<file path="config.mk">
export PLATFORM = sky130hd
export DESIGN_NAME = uart_alu_if
export DESIGN_NICKNAME = d
export VERILOG_FILES = /design/src/rtl/uart_pkg.sv /design/src/rtl/uart_alu_if_alu.sv /design/src/rtl/uart_alu_if.sv
export SDC_FILE = /design/constraint.sdc
export NUM_CORES = 1
export LEC_CHECK = 0
export BUFFER_PORTS_ARGS = -buffer_cell sky130_fd_sc_hd__buf_2
export CORE_MARGIN = 3
export CORE_UTILIZATION = 45
export DETAILED_ROUTE_END_ITERATION = 10
export PLACE_DENSITY = 0.66
export SLEW_MARGIN = 20
export SYNTH_ARGS = -nofsm -noshare
export SYNTH_HDL_FRONTEND = slang
export SYNTH_SLANG_ARGS = --single-unit
</file>
<file path="constraint.sdc">
create_clock -name i_clk -period 8.8 [get_ports i_clk]
set_input_delay 0.44 -clock i_clk [delete_from_list [all_inputs] [get_ports i_clk]]
set_output_delay 0.44 -clock i_clk [all_outputs]
set_load 0.05 [all_outputs]
</file>
<file path="src/rtl/uart_pkg.sv">
// Shared definitions for the UART/ALU datapath: default widths, ALU opcodes
// and the sequencing FSM state encoding.
package uart_pkg;

    localparam int NB_DATA_DEF = 8;
    localparam int NB_OP_DEF   = 6;

    localparam logic [5:0] OP_ADD = 6'b100000;
    localparam logic [5:0] OP_SUB = 6'b100010;
    localparam logic [5:0] OP_AND = 6'b100100;
    localparam logic [5:0] OP_OR  = 6'b100101;
    localparam logic [5:0] OP_XOR = 6'b100110;
    localparam logic [5:0] OP_NOR = 6'b100111;
    localparam logic [5:0] OP_SRA = 6'b000011;
    localparam logic [5:0] OP_SRL = 6'b000010;

    localparam logic [2:0] ST_WAIT_A  = 3'd0;
    localparam logic [2:0] ST_WAIT_B  = 3'd1;
    localparam logic [2:0] ST_WAIT_OP = 3'd2;
    localparam logic [2:0] ST_SEND    = 3'd3;
    localparam logic [2:0] ST_WAIT_TX = 3'd4;

endpackage

</file>
<file path="src/rtl/uart_alu_if_alu.sv">
// Purely combinational ALU; undefined opcodes yield zero, arithmetic wraps
// and shifts use the full B value as the shift amount.
module alu
    import uart_pkg::*;
#(
    parameter int NB_DATA = NB_DATA_DEF,
    parameter int NB_OP   = NB_OP_DEF
) (
    input  logic [NB_DATA-1:0] i_a,
    input  logic [NB_DATA-1:0] i_b,
    input  logic [NB_OP-1:0]   i_op,
    output logic [NB_DATA-1:0] o_res
);

    // Opcode decode and result selection
    always_comb begin
        o_res = {NB_DATA{1'b0}};
        case (i_op)
            OP_ADD:  o_res = i_a + i_b;
            OP_SUB:  o_res = i_a - i_b;
            OP_AND:  o_res = i_a & i_b;
            OP_OR:   o_res = i_a | i_b;
            OP_XOR:  o_res = i_a ^ i_b;
            OP_NOR:  o_res = ~(i_a | i_b);
            OP_SRA:  o_res = $signed(i_a) >>> i_b;
            OP_SRL:  o_res = i_a >> i_b;
            default: o_res = {NB_DATA{1'b0}};
        endcase
    end

endmodule

</file>
<file path="src/rtl/uart_alu_if.sv">
// Sequences received bytes (A, B, opcode) into the ALU and hands the result
// to the transmitter with a start/done handshake; flags bytes dropped while busy.
module uart_alu_if
    import uart_pkg::*;
#(
    parameter int NB_DATA = NB_DATA_DEF,
    parameter int NB_OP   = NB_OP_DEF
) (
    input  logic               i_clk,
    input  logic               i_reset,
    input  logic               i_rx_done,
    input  logic [NB_DATA-1:0] i_rx_data,
    input  logic               i_tx_done,
    output logic               o_tx_start,
    output logic [NB_DATA-1:0] o_tx_data,
    output logic               o_busy,
    output logic               o_overrun
);

    logic [2:0]         state_q, state_d;
    logic [NB_DATA-1:0] a_q, a_d;
    logic [NB_DATA-1:0] b_q, b_d;
    logic [NB_OP-1:0]   op_q, op_d;
    logic [NB_DATA-1:0] tx_data_q, tx_data_d;
    logic               tx_start_q, tx_start_d;
    logic               busy_q, busy_d;
    logic               overrun_q, overrun_d;
    logic [NB_OP-1:0]   alu_op_s;
    logic [NB_DATA-1:0] alu_res_s;
    logic               op_capture_s;

    // The ALU sees the incoming opcode on the capture cycle so the result lands with it
    assign op_capture_s = (state_q == ST_WAIT_OP) && i_rx_done;

    // ALU opcode source: live byte while capturing, stored opcode otherwise
    always_comb begin
        if (op_capture_s) begin
            alu_op_s = i_rx_data[NB_OP-1:0];
        end else begin
            alu_op_s = op_q;
        end
    end

    alu #(
        .NB_DATA (NB_DATA),
        .NB_OP   (NB_OP)
    ) u_alu (
        .i_a   (a_q),
        .i_b   (b_q),
        .i_op  (alu_op_s),
        .o_res (alu_res_s)
    );

    // Next-state, operand capture and overrun logic
    always_comb begin
        state_d   = state_q;
        a_d       = a_q;
        b_d       = b_q;
        op_d      = op_q;
        tx_data_d = tx_data_q;
        overrun_d = overrun_q;
        case (state_q)
            ST_WAIT_A: begin
                if (i_rx_done) begin
                    a_d     = i_rx_data;
                    state_d = ST_WAIT_B;
                end else begin
                    state_d = ST_WAIT_A;
                end
            end
            ST_WAIT_B: begin
                if (i_rx_done) begin
                    b_d     = i_rx_data;
                    state_d = ST_WAIT_OP;
                end else begin
                    state_d = ST_WAIT_B;
                end
            end
            ST_WAIT_OP: begin
                if (op_capture_s) begin
                    op_d      = i_rx_data[NB_OP-1:0];
                    tx_data_d = alu_res_s;
                    state_d   = ST_SEND;
                end else begin
                    state_d = ST_WAIT_OP;
                end
            end
            ST_SEND: begin
                state_d = ST_WAIT_TX;
                if (i_rx_done) begin
                    overrun_d = 1'b1;
                end else begin
                    overrun_d = overrun_q;
                end
            end
            ST_WAIT_TX: begin
                if (i_tx_done) begin
                    state_d = ST_WAIT_A;
                end else begin
                    state_d = ST_WAIT_TX;
                end
                if (i_rx_done) begin
                    overrun_d = 1'b1;
                end else begin
                    overrun_d = overrun_q;
                end
            end
            default: begin
                state_d = ST_WAIT_A;
            end
        endcase
        tx_start_d = (state_q == ST_SEND);
        busy_d     = (state_d == ST_SEND) || (state_d == ST_WAIT_TX);
    end

    // State and output registers
    always_ff @(posedge i_clk) begin
        if (i_reset) begin
            state_q    <= ST_WAIT_A;
            a_q        <= {NB_DATA{1'b0}};
            b_q        <= {NB_DATA{1'b0}};
            op_q       <= {NB_OP{1'b0}};
            tx_data_q  <= {NB_DATA{1'b0}};
            tx_start_q <= 1'b0;
            busy_q     <= 1'b0;
            overrun_q  <= 1'b0;
        end else begin
            state_q    <= state_d;
            a_q        <= a_d;
            b_q        <= b_d;
            op_q       <= op_d;
            tx_data_q  <= tx_data_d;
            tx_start_q <= tx_start_d;
            busy_q     <= busy_d;
            overrun_q  <= overrun_d;
        end
    end

    assign o_tx_start = tx_start_q;
    assign o_tx_data  = tx_data_q;
    assign o_busy     = busy_q;
    assign o_overrun  = overrun_q;

endmodule

</file>
==> impl_metrics.toml, run 1 <==
[status]
status = "complete, but fails checks"
violations = "DRC"

[logic_synthesis]
syn_inst = 404
yosysSeqAreaShare = 0.233
netlist_top_cells_count = "nand2_1 (68), a21oi_1 (42), nor2_1 (40), dfxtp_1 (36), ha_1 (24)"
avgSynthCellArea_um2 = 7.64
yosysWarnings = 0
synth_nets = 441
ys_types = 65
synth_edf_count = 0
synthArstFlopShare = 0
synth_area_leaders = "dfxtp_1 (23%), ha_1 (9.7%), nand2_1 (8.3%)"
ys.flop_type = "dfxtp_1"
synth.cell_area_um2 = 3090
synth_area_leader_cell = "dfxtp_1"
yosysTopAreaCellShare = 0.233
synth_seq_cells = 36
yosysMostFrequentCell = "nand2_1"

[critical_path]
worstPathArrival_ns = 3.87
crit_path_end_kind = "flop"
reg2reg_depth = 11
cp.buffers_inverters = 0
required_ns = 8.96
max_stage_delay_ns = 0.66
crit_type = "reg2reg"
cp_max_fo = 29
crit_top_cell = "o21ai_0"
path_cells = "nand4bb_4 -> or4_1 -> nand2_1 -> mux2_2 -> fa_1 -> nor2b_1 -> o31a_1 -> o21ai_0 -> and3_1 -> o21ai_0 -> a221oi_2"
critPathTopFamily = "simple AND/OR/NAND/NOR gates"
cpMaxStageDelayCell = "or4_1"
worstSetupPathDepth = 11
startpoint_type = "flop"

[worst_hold_path]
hold_depth = 3
hp-class = "in2reg"

[routing]
routed_via_density = 6.19
drc_errors = 1
ant_nets = 0
first_iter_violations = 358
drt_wl_total_mm = 8.53
via_count = 3022
first_pass_iters = 9
wl_per_cell_um = 17.5

[pwr]
power_density_nw_per_um2 = 129
power.internal_mw = 0.273
comb_power_share = 0.269
p_sw_mw = 0.151
p_sw_frac = 0.357
leakagePower_nw = 1.23
irDropWorstVdd_mv = 0.0666
p_clk_frac = 0.302
seq_power_share = 0.429

[global_routing]
grt_antenna_before_repair = 0
track_usage = 0.231
overflow = 0
grt_first_pass_wirelength_mm = 14.2
grt_start_max_net_pins = 37
grt_pass1_vias = 2740

[floorplanning]
die_area_um2 = 7890
fp.dieW_um = 88.8
ios = 23
rows = 29
core_area_um2 = 6490
start_util = 0.475
die_h_um = 88.8

[flow_run]
cap_violations = 0

[cells_and_area]
fillers = 628
finalNetCount = 447
antenna_cells = 0
drive_above_1_share = 0.122
syn2layout_area_growth_pct = 6.56

[sta]
period_share = 0.422
fmax_mhz = 270
setup_viol = 0
worst_pin_slew_ns = 0.937
post-route-min-period_ns = 3.71
whs_ns = 0.382
rsz0062_at_grt = "false"
fin_skew_ns = 0.0120
finalHoldViolations = 0
final_max_slew_viol_count = 0
timing.slew.headroom = 0.370
fin_tns_setup_ns = 0

[cts]
clk_pin_slew_ns = 0.09
post_cts_resized = 0
postCtsSetupBuffers = 0
cts.sinks = 36
cts_tree = "built"
cts_root_buf = "clkbuf_8"
cts_max_path_buffers = 2
numCtsBuffers = 5
cts-htree-levels = 2
clkLatencyLatePin_ns = 0.30
ctsHoldBuffers = 0

[placement]
port_buffers = 22
hpwl_mm = 6.22
globalplace.congestion = 0.953
-- worst register-to-register path, delay by kind of cell (launching register included) --
family	cells	cell delay, ns
DFF	1	0.55
and+or+nand+nor	5	1.65
muxes	1	0.39
adders and majority gates	1	0.45
AOI/OAI and AO/OA	4	0.55
-- cells by family (layout without fill, tap and decap cells) --
group                    Yosys count  in the layout  synth area share
AO/OA/AOI/OAI                    121            121             0.278
XOR/XNOR                          10             10            0.0284
adder cells (fa/ha/maj)           25             25             0.104
buffers and inverters             48             55            0.0665
flip-flops                        36             36             0.233
multiplexers                      16             16            0.0648
AND/OR/NAND/NOR                  148            148             0.226
-- layout by cell type, fill, tap and decap left out, drive strengths merged, types with 3 or more instances in the layout --
cell / netlist / routed
nand2: 68 / 68
a21oi: 42 / 42
nor2: 40 / 40
dfxtp: 36 / 36
ha: 24 / 24
buf: 11 / 24
inv: 21 / 22
o21ai: 19 / 19
mux2i: 11 / 11
xnor2: 8 / 8
nor3: 6 / 6
nand4: 5 / 5
nand3: 5 / 5
o211ai: 5 / 5
clkbuf: 14 / 5
a221oi: 5 / 5
a31oi: 4 / 4
a222oi: 4 / 4
o31a: 4 / 4
o22ai: 4 / 4
nand2b: 3 / 3
nor4: 3 / 3
a21o: 3 / 3
nor2b: 3 / 3
o22a: 3 / 3
o21a: 3 / 3
nand3b: 3 / 3
a211oi: 3 / 3
a22oi: 3 / 3
mux4: 3 / 3
clkinv: 2 / 3
-- metal layers --
layer | part of all wire | global-route usage | up-vias
li1 | - | - | 1476
met1 | 0.47 | 0.330 | 1387
met2 | 0.44 | 0.360 | 144
met3 | 0.076 | 0.0400 | 15
met4 | 0.012 | 0.0549 | 0
met5 | 0 | 0 | -
-- state kept, by name, summed over array words and instances, names as in the netlist --
register / flops
o_overrun: 1
o_tx_data: 8
op_q: 6
o_tx_start: 1
a_q: 8
state_q: 3
b_q: 8
o_busy: 1
-- cell type report --
| cell class | count | area [um^2] | share of cell area |
|---|---|---|---|
| multi-input cells | 320 | 2170 | 0.660 |
| clock inverters | 3 | 21.3 | 0.00646 |
| flip-flops and latches | 36 | 721 | 0.219 |
| inverters | 23 | 86.3 | 0.0262 |
| well taps | 77 | 96.3 | 0.0293 |
| clock buffers | 5 | 68.8 | 0.0209 |
| repair buffers | 24 | 125 | 0.0380 |
-- power groups by stage --
| stage | Clock [mW] | Sequential, mW | Combinational, mW |
|---|---|---|---|
| after CTS | 0.130 | 0.181 | 0.112 |
| final | 0.128 | 0.182 | 0.114 |
| after global placement | 0 | 0.185 | 0.110 |
| after detailed placement | 0 | 0.185 | 0.112 |
| after floorplan | 0 | 0.178 | 0.0941 |
| after global routing | 0.139 | 0.183 | 0.129 |
-- per-stage QoR --
step | power (mW) | area (um^2) | cells | utilization | setup slack (ns)
final | 0.424 | 3290 | 488 | 0.507 | 5.09
after global routing | 0.450 | 3290 | 488 | 0.507 | 4.82
after CTS | 0.424 | 3290 | 488 | 0.506 | 5.11
after detailed placement | 0.297 | 3200 | 480 | 0.492 | 5.06
after global placement | 0.295 | 3200 | 480 | 0.492 | 5.12
after floorplan | 0.272 | 3090 | 404 | - | 5.55
-- final timing paths --
path	startpoint	end	slack (ns)
min	i_rx_data[7]	a_q[7]	0.38
min reg2reg	o_tx_data[6]	o_tx_data[6]	0.47
max	state_q[1]	o_tx_data[6]	5.09
max reg2reg	state_q[1]	o_tx_data[6]	5.09
Power figures use the tool's default switching activity.
==> inputs of run 2 (changes only) <==
--- a/config.mk
+++ b/config.mk
@@ -9,7 +9,7 @@
 export CORE_MARGIN = 3
 export CORE_UTILIZATION = 45
 export DETAILED_ROUTE_END_ITERATION = 10
-export PLACE_DENSITY = 0.66
+export PLACE_DENSITY = 0.68
 export SLEW_MARGIN = 20
 export SYNTH_ARGS = -nofsm -noshare
 export SYNTH_HDL_FRONTEND = slang
==> constraint.sdc (replaced) <==
create_clock -name i_clk -period 3 [get_ports i_clk]
set_input_delay 0.15 -clock i_clk [delete_from_list [all_inputs] [get_ports i_clk]]
set_output_delay 0.15 -clock i_clk [all_outputs]
set_load 0.05 [all_outputs]
==> impl_metrics.toml, run 2 (synthesized netlist as in run 1, its figures left out) <==
[floorplanning]
die_h_um = 88.8
core_area_um2 = 6490
start_util = 0.475
rows = 29
ios = 23
die_area_um2 = 7890
fp.dieW_um = 88.8

[sta]
final_max_slew_viol_count = 0
worst_pin_slew_ns = 1.01
finalHoldViolations = 0
post-route-min-period_ns = 2.97
period_share = 0.989
rsz0062_at_grt = "true"
fmax_mhz = 337
timing.slew.headroom = 0.310
setup_viol = 0
fin_skew_ns = 0.0102
setup_slack_ns = 0.0332

[global_routing]
grt_pass1_vias = 3023
overflow = 0
track_usage = 0.261
grt_first_pass_wirelength_mm = 15.8
grt_start_max_net_pins = 37
grt_antenna_before_repair = 0

[critical_path]
cp_max_fo = 4
worstPathArrival_ns = 3.19
rrSetupSlack_ns = 0.03
required_ns = 3.23
startpoint_type = "flop"
crit_path_end_kind = "flop"
crit_type = "reg2reg"

[pwr]
total_power_mw = 1.42
irDropWorstVdd_mv = 0.296
power_density_nw_per_um2 = 392
leakagePower_nw = 1.43

[cts]
cts.sinks = 36
clkLatencyLatePin_ns = 0.31
cts_tree = "built"
ctsHoldBuffers = 0
cts-htree-levels = 2
clk_pin_slew_ns = 0.09
numCtsBuffers = 5
cts_root_buf = "clkbuf_8"
cts_max_path_buffers = 2

[worst_hold_path]
hp-class = "in2reg"

[cells_and_area]
utilization = 0.558
layout.cells.most_common = "nand2_1"
final_cell_mix = "nand2_1 (66), nor2_1 (40), a21oi_1 (40)"
finalNetCount = 478
syn2layout_area_growth_pct = 17.4
drive_above_1_share = 0.208
antenna_cells = 0

[routing]
wl_per_cell_um = 18.8
first_iter_violations = 339
routed_via_density = 6.26
ant_nets = 0
via_count = 3249
first_pass_iters = 7
drt_wl_total_mm = 9.75
drc_errors = 0

[status]
status = "completed"

[placement]
hpwl_mm = 7.19
globalplace.congestion = 1.00
port_buffers = 22
pre_cts_ws_ns = -0.0757

[flow_run]
cap_violations = 0
-- run 2: worst paths after layout --
check,endpoint,from,depth (start not counted)
hold / removal,b_q[6],i_rx_data[6],3
hold reg to reg,o_overrun,o_overrun,2
setup reg to reg,o_tx_data[6],state_q[0],13
setup / recovery,o_tx_data[6],state_q[0],13
-- run 2: power by group --
group	leakage (nW)	internal, mW	total, mW	switching (mW)
sequential	0.292	0.493	0.524	0.0311
combinational	1.08	0.198	0.443	0.244
clock	0.0541	0.246	0.455	0.208
-- run 2: through the flow --
stage	instances	hold WS [ns]	setup TNS [ns]	cell area (um^2)
floorplan	404	0.286	0	3110
global placement	507	0.402	-0.00354	3420
detailed placement	507	0.409	-0.137	3420
CTS	515	0.0901	0	3530
global route	519	0.106	-0.142	3630
finish	519	0.0979	0	3630
-- run 2: cell type report --
class                      count  area (um^2)
clock buffer                   5         68.8
clock inverter                 3         42.5
fill                         602         2870
inverter                      23         86.3
multi-input combinational    320         2240
sequential                    36          722
tap                           77         96.3
timing repair buffer          55          369
-- run 2: repair_timing --
item | CTS | global route
setup endpoints to repair | 0 | 5
buffers inserted | 0 | 4
resized for setup | 0 | 17
-- run 2: critical path, cell delays in order, from the launching register on --
cell and delay (ns):
dfxtp_2 0.32, nand4bb_4 0.24, or4_4 0.56, nand2_4 0.11
buf_6 0.10, a21oi_1 0.04, xnor2_1 0.22, ha_1 0.33
o21a_1 0.14, o31a_1 0.13, o21ai_1 0.20, and3_1 0.19
o21ai_1 0.07, a221oi_2 0.24
-- run 2: layer usage --
layer	wire (um)	part of all wire	global-route usage	vias up
li1	-	-	-	1542
met1	4480	0.46	0.368	1526
met2	4330	0.44	0.403	154
met3	658	0.068	0.0345	27
met4	287	0.029	0.103	0
met5	0	0	0	-
==> inputs of run 3 (changes only) <==
--- a/config.mk
+++ b/config.mk
@@ -5,11 +5,11 @@
 export SDC_FILE = /design/constraint.sdc
 export NUM_CORES = 1
 export LEC_CHECK = 0
-export BUFFER_PORTS_ARGS = -buffer_cell sky130_fd_sc_hd__buf_2
 export CORE_MARGIN = 3
 export CORE_UTILIZATION = 45
 export DETAILED_ROUTE_END_ITERATION = 10
-export PLACE_DENSITY = 0.68
+export DONT_BUFFER_PORTS = 1
+export PLACE_DENSITY = 0.65
 export SLEW_MARGIN = 20
 export SYNTH_ARGS = -nofsm -noshare
 export SYNTH_HDL_FRONTEND = slang
==> impl_metrics.toml, run 3 (synthesized netlist as in run 1, its figures left out) <==
[global_routing]
track_usage = 0.264
grt_start_max_net_pins = 37
grt_first_pass_wirelength_mm = 15.8
grt_antenna_before_repair = 0
overflow = 0
grt_pass1_vias = 2925

[placement]
hpwl_mm = 6.92
port_buffers = 0
pre_cts_ws_ns = 0.0465
dp_cells = 475
globalplace.congestion = 1.03
postPlaceCellArea_um2 = 3240

[flow_run]
cap_violations = 0

[critical_path]
crit_path_end_kind = "flop"
worstPathArrival_ns = 3.16
startpoint_type = "flop"
required_ns = 3.26
crit_type = "reg2reg"
cp_max_fo = 6

[routing]
first_pass_iters = 5
via_count = 3123
first_iter_violations = 351
ant_nets = 0
wl_per_cell_um = 19.7
drc_errors = 0
routed_via_density = 6.28
drt_wl_total_mm = 9.80

[cells_and_area]
final_cell_mix = "nand2_1 (67), nor2_1 (39), a21oi_1 (39)"
utilization = 0.543
finalNetCount = 456
syn2layout_area_growth_pct = 14.2
antenna_cells = 0
fin_area_um2 = 3530
fin_cells = 497
layout.cells.most_common = "nand2_1"
drive_above_1_share = 0.148
fillers = 654

[floorplanning]
start_util = 0.475
fp.dieW_um = 88.8
core_area_um2 = 6490
die_h_um = 88.8
ios = 23
die_area_um2 = 7890
rows = 29

[sta]
worst_pin_slew_ns = 0.566
finalHoldViolations = 0
setup_slack_ns = 0.103
rsz0062_at_grt = "true"
period_share = 0.966
fin_skew_ns = 0.0142
fmax_mhz = 345
setup_viol = 0
timing.slew.headroom = 0.622
final_max_slew_viol_count = 0
post-route-min-period_ns = 2.90

[cts]
cts_root_buf = "clkbuf_8"
cts.sinks = 36
numCtsBuffers = 5
cts_max_path_buffers = 2
cts-htree-levels = 2
clk_pin_slew_ns = 0.09
clkLatencyLatePin_ns = 0.31
cts_tree = "built"

[pwr]
irDropWorstVdd_mv = 0.214
power_density_nw_per_um2 = 373
leakagePower_nw = 1.30

[worst_hold_path]
hp-class = "in2reg"

[status]
status = "completed"
## run 3: cell types whose count changed in the layout (fill, tap and decap cells not counted), sizes merged
cell and change:
bufinv -1, inv +1, buf -33, dlygate4sd3 +11
## run 3: area by class of cell
type                       instances  area (um^2)  area share
clock buffer                       5         68.8      0.0195
clock inverter                     3         21.3     0.00603
sequential                        36          723       0.205
multi-input combinational        320         2240       0.636
timing repair buffer              33          288      0.0816
tap                               77         96.3      0.0273
inverter                          23         86.3      0.0245
## run 3: final timing paths
| kind | startpoint | cells after the start | endpoint | slack [ns] |
|---|---|---|---|---|
| setup / recovery | state_q[0] | 12 | o_tx_data[7] | 0.10 |
| hold / removal | i_rx_done | 2 | state_q[1] | 0.009 |
| setup reg to reg | state_q[0] | 12 | o_tx_data[7] | 0.10 |
| hold reg to reg | op_q[3] | 2 | op_q[3] | 0.49 |
## run 3: repair_timing
item / 4_1_cts / 5_1_grt
endpoints found under the setup margin: 0 / 4
gates resized for setup: 0 / 15
hold endpoints to repair: 36 / 1
buffers inserted: 0 / 2
hold buffers: 11 / 1
## run 3: power by group
part	leakage, nW	switching (mW)	internal, mW	total (mW)
Combinational	0.961	0.224	0.185	0.409
Clock	0.0445	0.214	0.165	0.379
Sequential	0.293	0.0341	0.493	0.527
Total	1.30	0.472	0.844	1.32
## run 3: metrics by stage
stage | hold slack [ns] | setup TNS (ns) | power (mW)
final | 0.00905 | 0 | 1.32
after floorplan | 0.286 | 0 | 0.804
after detailed placement | 0.223 | 0 | 0.876
after global routing | 0.0142 | -0.0969 | 1.39
after global placement | 0.223 | 0 | 0.871
after CTS | 0.00344 | 0 | 1.28
## run 3: per-layer routing
| metal | share of wire | wire length (um) | track usage | up-vias |
|---|---|---|---|---|
| met5 | 0 | 0 | 0 | - |
| met4 | 0.017 | 171 | 0.0755 | 0 |
| met3 | 0.063 | 617 | 0.0363 | 17 |
| met2 | 0.46 | 4490 | 0.414 | 126 |
| met1 | 0.46 | 4530 | 0.375 | 1487 |
| li1 | - | - | - | 1493 |
## run 3: worst max-delay path, cell delays in order (launching register included)
cell       delay, ns
dfxtp_2         0.33
nand4bb_4       0.23
or4_4           0.57
nand2_4         0.12
mux2_4          0.33
inv_2           0.07
ha_4            0.19
nor2b_4         0.13
o2111ai_4       0.21
a21oi_2         0.09
or3_1           0.34
mux2i_1         0.13
o21a_1          0.12
